$ cat config.mk
export PLATFORM = sky130hd
export DESIGN_NAME = xor_batch_sequencer
export DESIGN_NICKNAME = d
export VERILOG_FILES = /design/src/rtl/xor_nn_pkg.sv /design/src/rtl/xor_tag_pipe.sv /design/src/rtl/xor_batch_sequencer.sv
export SDC_FILE = /design/constraint.sdc
export NUM_CORES = 1
export LEC_CHECK = 0
export CAP_MARGIN = 20
export CORE_ASPECT_RATIO = 2
export CORE_MARGIN = 2
export CORE_UTILIZATION = 45
export DETAILED_ROUTE_END_ITERATION = 10
export GPL_TIMING_DRIVEN = 0
export HOLD_SLACK_MARGIN = 0.02
export PLACE_DENSITY = 0.68
export SYNTH_ARGS = -nofsm -noshare
export SYNTH_HDL_FRONTEND = slang
export SYNTH_SLANG_ARGS = --single-unit
$ cat constraint.sdc
create_clock -name clk -period 4.5 [get_ports clk]
set_clock_uncertainty 0.15 [all_clocks]
set_input_delay 0.45 -clock clk [delete_from_list [all_inputs] [get_ports clk]]
set_output_delay 0.45 -clock clk [all_outputs]
set_load 0.1 [all_outputs]
$ cat src/rtl/xor_nn_pkg.sv
`default_nettype none
// ============================================================================
// Module      : xor_nn_pkg
// Description : Constants and state encodings shared by the XOR network core
//               and its batch sequencer.
// Revision    : 1.0 - initial release
// ============================================================================
package xor_nn_pkg;

  // Register stages in the core from input_data to prediction_data.
  localparam int NN_LATENCY        = 3;
  localparam int DEFAULT_BATCH_MAX = 8;

  typedef enum logic [2:0] {
    ST_WARM  = 3'd0,
    ST_IDLE  = 3'd1,
    ST_ISSUE = 3'd2,
    ST_DRAIN = 3'd3,
    ST_DONE  = 3'd4
  } seq_state_e;

endpackage
`default_nettype wire

$ cat src/rtl/xor_tag_pipe.sv
`default_nettype none
// ============================================================================
// Module      : xor_tag_pipe
// Description : Shift register of {valid, tag} entries that tracks samples
//               in flight through the core; the head lines up with the core
//               prediction for the sample that carries that tag.
// Revision    : 1.0 - initial release
// ============================================================================
module xor_tag_pipe #(
  parameter int DEPTH = 4,
  parameter int TAG_W = 4
) (
  input  logic             clk,
  input  logic             reset_n,
  input  logic             push_valid,
  input  logic [TAG_W-1:0] push_tag,
  output logic             head_valid,
  output logic [TAG_W-1:0] head_tag,
  output logic             empty,
  output logic             tail_empty
);

  logic [DEPTH-1:0]            r_valid;
  logic [DEPTH-1:0][TAG_W-1:0] r_tag;

  always_ff @(posedge clk or negedge reset_n) begin
    if (!reset_n) begin
      r_valid <= '0;
      r_tag   <= '0;
    end else begin
      r_valid <= {r_valid[DEPTH-2:0], push_valid};
      r_tag   <= {r_tag[DEPTH-2:0], push_tag};
    end
  end

  assign head_valid = r_valid[DEPTH-1];
  assign head_tag   = r_tag[DEPTH-1];
  assign empty      = ~|r_valid;
  // Only the head (if anything) remains: the pipe is empty after the next edge.
  assign tail_empty = ~|r_valid[DEPTH-2:0];

endmodule
`default_nettype wire

$ cat src/rtl/xor_batch_sequencer.sv
`default_nettype none
// ============================================================================
// Module      : xor_batch_sequencer
// Description : Accepts a batch of 2-bit samples, issues them one per cycle
//               to the XOR core, gathers the predictions and returns them as
//               a packed result vector.
// Revision    : 1.0 - initial release
// ============================================================================
module xor_batch_sequencer
  import xor_nn_pkg::*;
#(
  parameter int BATCH_MAX = DEFAULT_BATCH_MAX,
  parameter int CNT_W     = $clog2(BATCH_MAX + 1)
) (
  input  logic                   clk,
  input  logic                   reset_n,
  input  logic                   s_valid,
  output logic                   s_ready,
  input  logic [2*BATCH_MAX-1:0] s_data,
  input  logic [CNT_W-1:0]       s_count,
  output logic [1:0]             nn_input_data,
  input  logic                   nn_prediction,
  output logic                   m_valid,
  input  logic                   m_ready,
  output logic [BATCH_MAX-1:0]   m_result,
  output logic [CNT_W-1:0]       m_count
);

  localparam int              PIPE_DEPTH  = NN_LATENCY + 1;
  localparam int              WARM_W      = $clog2(NN_LATENCY + 1) + 1;
  localparam logic [CNT_W-1:0] C_BATCH_MAX = CNT_W'(BATCH_MAX);
  localparam logic [WARM_W-1:0] C_WARM_END = WARM_W'(NN_LATENCY);

  seq_state_e             r_state;
  seq_state_e             w_next_state;
  logic [2*BATCH_MAX-1:0] r_data;
  logic [CNT_W-1:0]       r_n;
  logic [CNT_W-1:0]       r_idx;
  logic [WARM_W-1:0]      r_warm_cnt;
  logic [1:0]             r_nn_in;
  logic                   r_m_valid;
  logic [BATCH_MAX-1:0]   r_m_result;
  logic [CNT_W-1:0]       r_m_count;

  logic                   w_accept;
  logic                   w_issue;
  logic [CNT_W-1:0]       w_clamped_n;
  logic [1:0]             w_sample;
  logic                   w_head_valid;
  logic [CNT_W-1:0]       w_head_tag;
  logic                   w_pipe_empty;
  logic                   w_pipe_tail_empty;

  assign w_clamped_n = (s_count > C_BATCH_MAX) ? C_BATCH_MAX : s_count;

  always_comb begin
    w_sample = 2'b00;
    for (int i = 0; i < BATCH_MAX; i++) begin
      if (r_idx == CNT_W'(i)) w_sample = r_data[2*i +: 2];
    end
  end

  always_ff @(posedge clk or negedge reset_n) begin
    if (!reset_n) r_state <= ST_WARM;
    else          r_state <= w_next_state;
  end

  always_comb begin
    w_next_state = r_state;
    s_ready      = 1'b0;
    w_accept     = 1'b0;
    w_issue      = 1'b0;
    case (r_state)
      ST_WARM: begin
        if (r_warm_cnt == C_WARM_END) w_next_state = ST_IDLE;
      end
      ST_IDLE: begin
        s_ready = w_pipe_empty;
        if (s_valid && w_pipe_empty) begin
          w_accept     = 1'b1;
          w_next_state = (w_clamped_n == '0) ? ST_DONE : ST_ISSUE;
        end
      end
      ST_ISSUE: begin
        w_issue = 1'b1;
        if (r_idx == r_n - CNT_W'(1)) w_next_state = ST_DRAIN;
      end
      ST_DRAIN: begin
        if (w_pipe_tail_empty) w_next_state = ST_DONE;
      end
      ST_DONE: begin
        if (r_m_valid && m_ready) w_next_state = ST_IDLE;
      end
      default: w_next_state = ST_WARM;
    endcase
  end

  // m_valid trails entry to DONE by one edge so the last capture has landed.
  always_ff @(posedge clk or negedge reset_n) begin
    if (!reset_n) begin
      r_warm_cnt <= '0;
      r_data     <= '0;
      r_n        <= '0;
      r_idx      <= '0;
      r_nn_in    <= 2'b00;
      r_m_valid  <= 1'b0;
      r_m_count  <= '0;
    end else begin
      if (r_state == ST_WARM) r_warm_cnt <= r_warm_cnt + WARM_W'(1);
      if (w_accept) begin
        r_data    <= s_data;
        r_n       <= w_clamped_n;
        r_idx     <= '0;
        r_m_count <= w_clamped_n;
      end else if (w_issue) begin
        r_idx <= r_idx + CNT_W'(1);
      end
      r_nn_in   <= w_issue ? w_sample : 2'b00;
      r_m_valid <= (r_state == ST_DONE) && !(r_m_valid && m_ready);
    end
  end

  always_ff @(posedge clk or negedge reset_n) begin
    if (!reset_n) begin
      r_m_result <= '0;
    end else if (w_accept) begin
      r_m_result <= '0;
    end else if (w_head_valid) begin
      for (int i = 0; i < BATCH_MAX; i++) begin
        if (w_head_tag == CNT_W'(i)) r_m_result[i] <= nn_prediction;
      end
    end
  end

  xor_tag_pipe #(
    .DEPTH (PIPE_DEPTH),
    .TAG_W (CNT_W)
  ) u_tag_pipe (
    .clk        (clk),
    .reset_n    (reset_n),
    .push_valid (w_issue),
    .push_tag   (r_idx),
    .head_valid (w_head_valid),
    .head_tag   (w_head_tag),
    .empty      (w_pipe_empty),
    .tail_empty (w_pipe_tail_empty)
  );

  assign nn_input_data = r_nn_in;
  assign m_valid       = r_m_valid;
  assign m_result      = r_m_result;
  assign m_count       = r_m_count;

endmodule
`default_nettype wire

== After elaboration in Yosys (flattened, before gate mapping) ==
Cells that the tools add are included.

* Logic and storage cells: 112
* Output and inout port bits: 16
* Register bits: 61

* Multiplexer cells: 33
* Add/subtract/negate cells: 3
* Reduce and logical (&&, ||, !) cells: 30
* Equal/unequal tests: 25
* $lt $le $gt $ge: 1

{| class="wikitable"
|+ Operators by type and width
! cell !! number
|-
| == test 4 x 3 -> 1 bit (second input constant) || 8
|-
| nonzero test 2 bit || 10
|-
| two-way mux 2 bit || 9
|-
| two-way mux 3 bit || 6
|-
| == test 4 x 2 -> 1 bit (second input constant) || 4
|-
| two-way mux 8 bit || 2
|-
| AND reduction 2 bit || 8
|-
| one-hot mux 3 bit (5 select lines) || 1
|-
| logical NOT 4 bit || 3
|-
| two-way mux 1 bit || 12
|-
| two-way mux 4 bit || 3
|-
| inequality test 2 bit (second input constant) || 5
|-
| == test 3 x 2 -> 1 bit (second input constant) || 3
|-
| == test 4 x 1 -> 1 bit (second input constant) || 2
|-
| AND reduction 5 bit || 1
|-
| adder 4 x 1 -> 4 bit (second input constant) || 1
|-
| == test 4 bit || 1
|-
| > comparator 4 bit (second input constant) || 1
|-
| OR reduction 4 bit || 1
|-
| subtractor 4 x 1 -> 4 bit (second input constant) || 1
|-
| adder 3 x 1 -> 3 bit (second input constant) || 1
|-
| == test 3 x 1 -> 1 bit (second input constant) || 1
|-
| == test 3 bit (second input constant) || 1
|-
| logical AND 1 bit || 3
|-
| 3 further kinds || 4
|}

== Logic depth before layout (Yosys ltp) ==
* Depth after elaboration: 10
* Gate-level depth with buffers: 6
* Gate-level depth less buffers: 6

== Cells and area by module ==
A second synthesis with hierarchy kept.

* Cell total of the unflattened synthesis: 218
* Area, all modules: 2620.0 µm²

{| class="wikitable"
|+ By module, submodules not included
! module !! cells an instance !! sequential area each (µm²) !! instances !! area an instance (µm²)
|-
| xor_batch_sequencer || 192 || 1026.0 || 1 || 2072.0
|-
| xor_tag_pipe || 26 || 500.5 || 1 || 548.0
|}

== Least setup slack after synthesis ==
No wires, ideal clock.

* Path kind: flip-flop to output port
* From: register r_state[2]
* To: output port s_ready
* Cell stages (with the launch flop): 3
* Data arrival time: 1.571 ns
* Buffers on the path: 0
* Path slack: 2.329 ns
* Cell sequence: dfrtp_1 > nor4b_4 > and2_1

* Cells in the longest elaborated chain, start to end: 2

{| class="wikitable"
|+ RTL lines
! element !! line !! source
|-
| start, declared || xor_batch_sequencer.sv:34 || <nowiki>seq_state_e r_state;</nowiki>
|-
| start signal, assigned || xor_batch_sequencer.sv:65 || <nowiki>else r_state <= w_next_state;</nowiki>
|-
| == test 3 x 1 -> 1 bit || xor_batch_sequencer.sv:73 || <nowiki>case (r_state)</nowiki>
|-
| two-way mux 1 bit || xor_batch_sequencer.sv:73 ||
|-
| end, declared || xor_batch_sequencer.sv:18 || <nowiki>output logic s_ready,</nowiki>
|}

Every way passes these cells.

== Final worst setup path ==
Ends and elaborated chain as after synthesis.

==> flow_summary.json <==
{
  "setup_viol_count_final": 0,
  "drc": 0,
  "antenna_left": 0,
  "slew_headroom_pct": 34.93,
  "fmax_mhz": 326.9,
  "worstHoldStart": "u_tag_pipe.r_tag[1]",
  "synth_top_area_share_pct": 58.46,
  "rows": 39,
  "ys_warn_count": 0,
  "grt_pass1_vias": 2082,
  "cp.required_ns": 3.90,
  "slew_violations": 0,
  "antennaDiodeCount": 0,
  "tns_ns": 0,
  "wl_per_cell_um": 14.41,
  "p_per_area_nw_per_um2": 781.6,
  "peakVddDrop_mv": 0.5330,
  "cts-root-buf": "clkbuf_16",
  "io_buffers": 39,
  "routed_wl_um": 5245,
  "cts_num_sinks": 61,
  "insertion_delay_ns": 0.33,
  "synthFlopType": "dfrtp_1",
  "dieWidth_um": 57.87,
  "syn_area_sq_um": 2611,
  "antenna_found_initial": 0,
  "drv_cap": 0,
  "hold_class": "flop to flop",
  "pin_count": 41,
  "cp_max_fo": 7,
  "gp_congestion": 0.7922,
  "finalHoldViolCount": 0,
  "start_util_pct": 46.13,
  "synthesis.nets": 278,
  "yosys_register_bits": 61,
  "cp-end-kind": "output pin",
  "dr.pass1.iters": 4,
  "setup_slack_ns": 1.441,
  "cp-startpoint": "r_state[2]",
  "layout.cells.non_filler": 364,
  "async_flop_share_pct": 100.0,
  "cp_cell_sequence": "nor4b_4, and2_1, clkdlybuf4s50_1",
  "drive_gt1_share_pct": 9.571,
  "grt_pass1_wl_um": 9542,
  "cpPeakStageDelay_ns": 1.12,
  "p_leak_nw": 1.550,
  "clock_path_buffers": 2,
  "cp_data_arrival_time_ns": 2.46,
  "synth_edf_count": 0,
  "grtUsageTotal_pct": 19.85,
  "area_delta_synth_final_pct": 29.47,
  "slowest_stage": "clkdlybuf4s50_1",
  "vias": 1870,
  "fin_crit_sh_pct": 67.98,
  "via_per_inst": 5.137,
  "whs_path_depth": 0,
  "rsz0062_at_grt": "false",
  "ys_top_cells_by_count": "61 x dfrtp_1, 61 x nand2_1, 18 x nor2_1, 9 x inv_1, 8 x o21ai_0",
  "fin_nets": 330,
  "cts-resized-gates": 0,
  "r2r_start": "r_idx[1]",
  "core_sq_um": 5660,
  "grt_overflow": 0,
  "synth_cell_types": 44,
  "syn_avg_cell_area_sq_um": 10.61,
  "n_fill_cell": 498,
  "dp_cells": 347,
  "period_needed_ns": 3.059,
  "pre_cts_ws_ns": 1.769,
  "cts_tree": "done",
  "worst-setup-path-type": "flop to output pin",
  "synth.area.top_cells": "dfrtp_1 58%, nand2_1 8.8%, ha_1 3.4%",
  "status": "finished, final reports clean",
  "synth.yosys.seq_area_share_pct": 58.46,
  "reg2reg_depth": 6,
  "grt_max_degree": 39,
  "syn_inst": 246,
  "p_total_mw": 2.642,
  "hpwlAfterDp_um": 3785,
  "die_h_um": 111.7,
  "cts.clk_slew.worst_paths_ns": 0.06,
  "yosysTopAreaCell": "dfrtp_1",
  "die_area_sq_um": 6465,
  "worstMarginPinSlew_ns": 0.9729,
  "drt_iter0_drc": 45,
  "htree_levels": 3,
  "worstSetupStartpointType": "flop",
  "numCtsBuffers": 9
}
-- area by class of cell --
cell class	count	area, sq um	area share, %
flip-flops and latches	61	1526	45.15
multi-input cells	168	997.2	29.50
repair buffers	41	415.4	12.29
clock buffers	9	225.2	6.662
well taps	61	76.32	2.258
plain buffers	8	53.80	1.591
clock inverters	7	52.55	1.554
inverters	9	33.78	0.9993
-- stage by stage --
step	hold WS, ns	util (%)	cell area (sq um)
after floorplan	0.004409	-	2611
after global placement	0.1839	54.38	3078
after detailed placement	0.1872	54.64	3093
after CTS	0.1946	59.73	3381
after global routing	0.2044	59.73	3381
final	0.1923	59.73	3381
-- kinds of logic after synthesis --
family,share of synthesized area (%)
simple gates,22.47
flops,58.46
compound gates,6.613
buf+inv,3.354
xor+xnor,3.019
mux,2.731
fa+ha+maj,3.354
-- final timing paths --
kind	to	slack [ns]
min in group asynchronous	r_state[1]	0.49
worst max register to register	nn_input_data[1]	2.44
worst max-delay path	s_ready	1.44
worst min register to register	u_tag_pipe.r_tag[5]	0.19
max in group asynchronous	u_tag_pipe.r_tag[3]	3.11
worst min-delay path	u_tag_pipe.r_tag[5]	0.19
-- power breakdown --
group | switching, mW | internal [mW] | leakage (nW)
Sequential | 0.177 | 0.784 | 0.772
Combinational | 0.702 | 0.359 | 0.654
Clock | 0.248 | 0.372 | 0.124
Total | 1.13 | 1.51 | 1.55
-- placed cells by master, fill, tap and decap left out, types with 4 or more instances in the layout --
| cell | Yosys | layout |
|---|---|---|
| nand2_1 | 61 | 61 |
| dfrtp_1 | 61 | 61 |
| clkdlybuf4s50_1 | 0 | 38 |
| nor2_1 | 18 | 18 |
| inv_1 | 9 | 9 |
| clkbuf_16 | 0 | 9 |
| o21ai_0 | 8 | 8 |
| a21oi_1 | 7 | 7 |
| ha_1 | 7 | 7 |
| nand3_1 | 6 | 6 |
| xor2_1 | 6 | 6 |
| mux2i_1 | 6 | 6 |
| nand3b_1 | 5 | 5 |
| nor3_1 | 4 | 4 |
| nor3b_1 | 4 | 4 |
| clkinvlp_4 | 0 | 4 |
-- timing repair --
action / in CTS / in global routing
hold buffers: 1 / 0
setup buffers: 0 / 0
hold endpoints to repair: 23 / 0
-- worst max-delay path: cells and delay by family, from the launching register on --
family / cells / cell delay, ns
and+or+nand+nor: 2 / 0.52
buffers and inverters: 1 / 1.12
DFF: 1 / 0.48
-- registers in the layout, summed over array words and instances, names as in the netlist --
register and count:
u_tag_pipe.head_tag 4, r_idx 4, r_warm_cnt 3, u_tag_pipe.r_tag 12, m_valid 1, u_tag_pipe.r_valid 4, r_data 16, m_count 4
nn_input_data 2, m_result 8, r_state 3
-- per-layer routing --
layer	vias up	global-route usage [%]	share of wire, %
met5	-	0	0
li1	926	-	-
met3	18	4.878	3.7
met2	50	31.97	53
met4	0	13.80	4.7
met1	876	22.33	39
(Power assumes the default switching activity.)
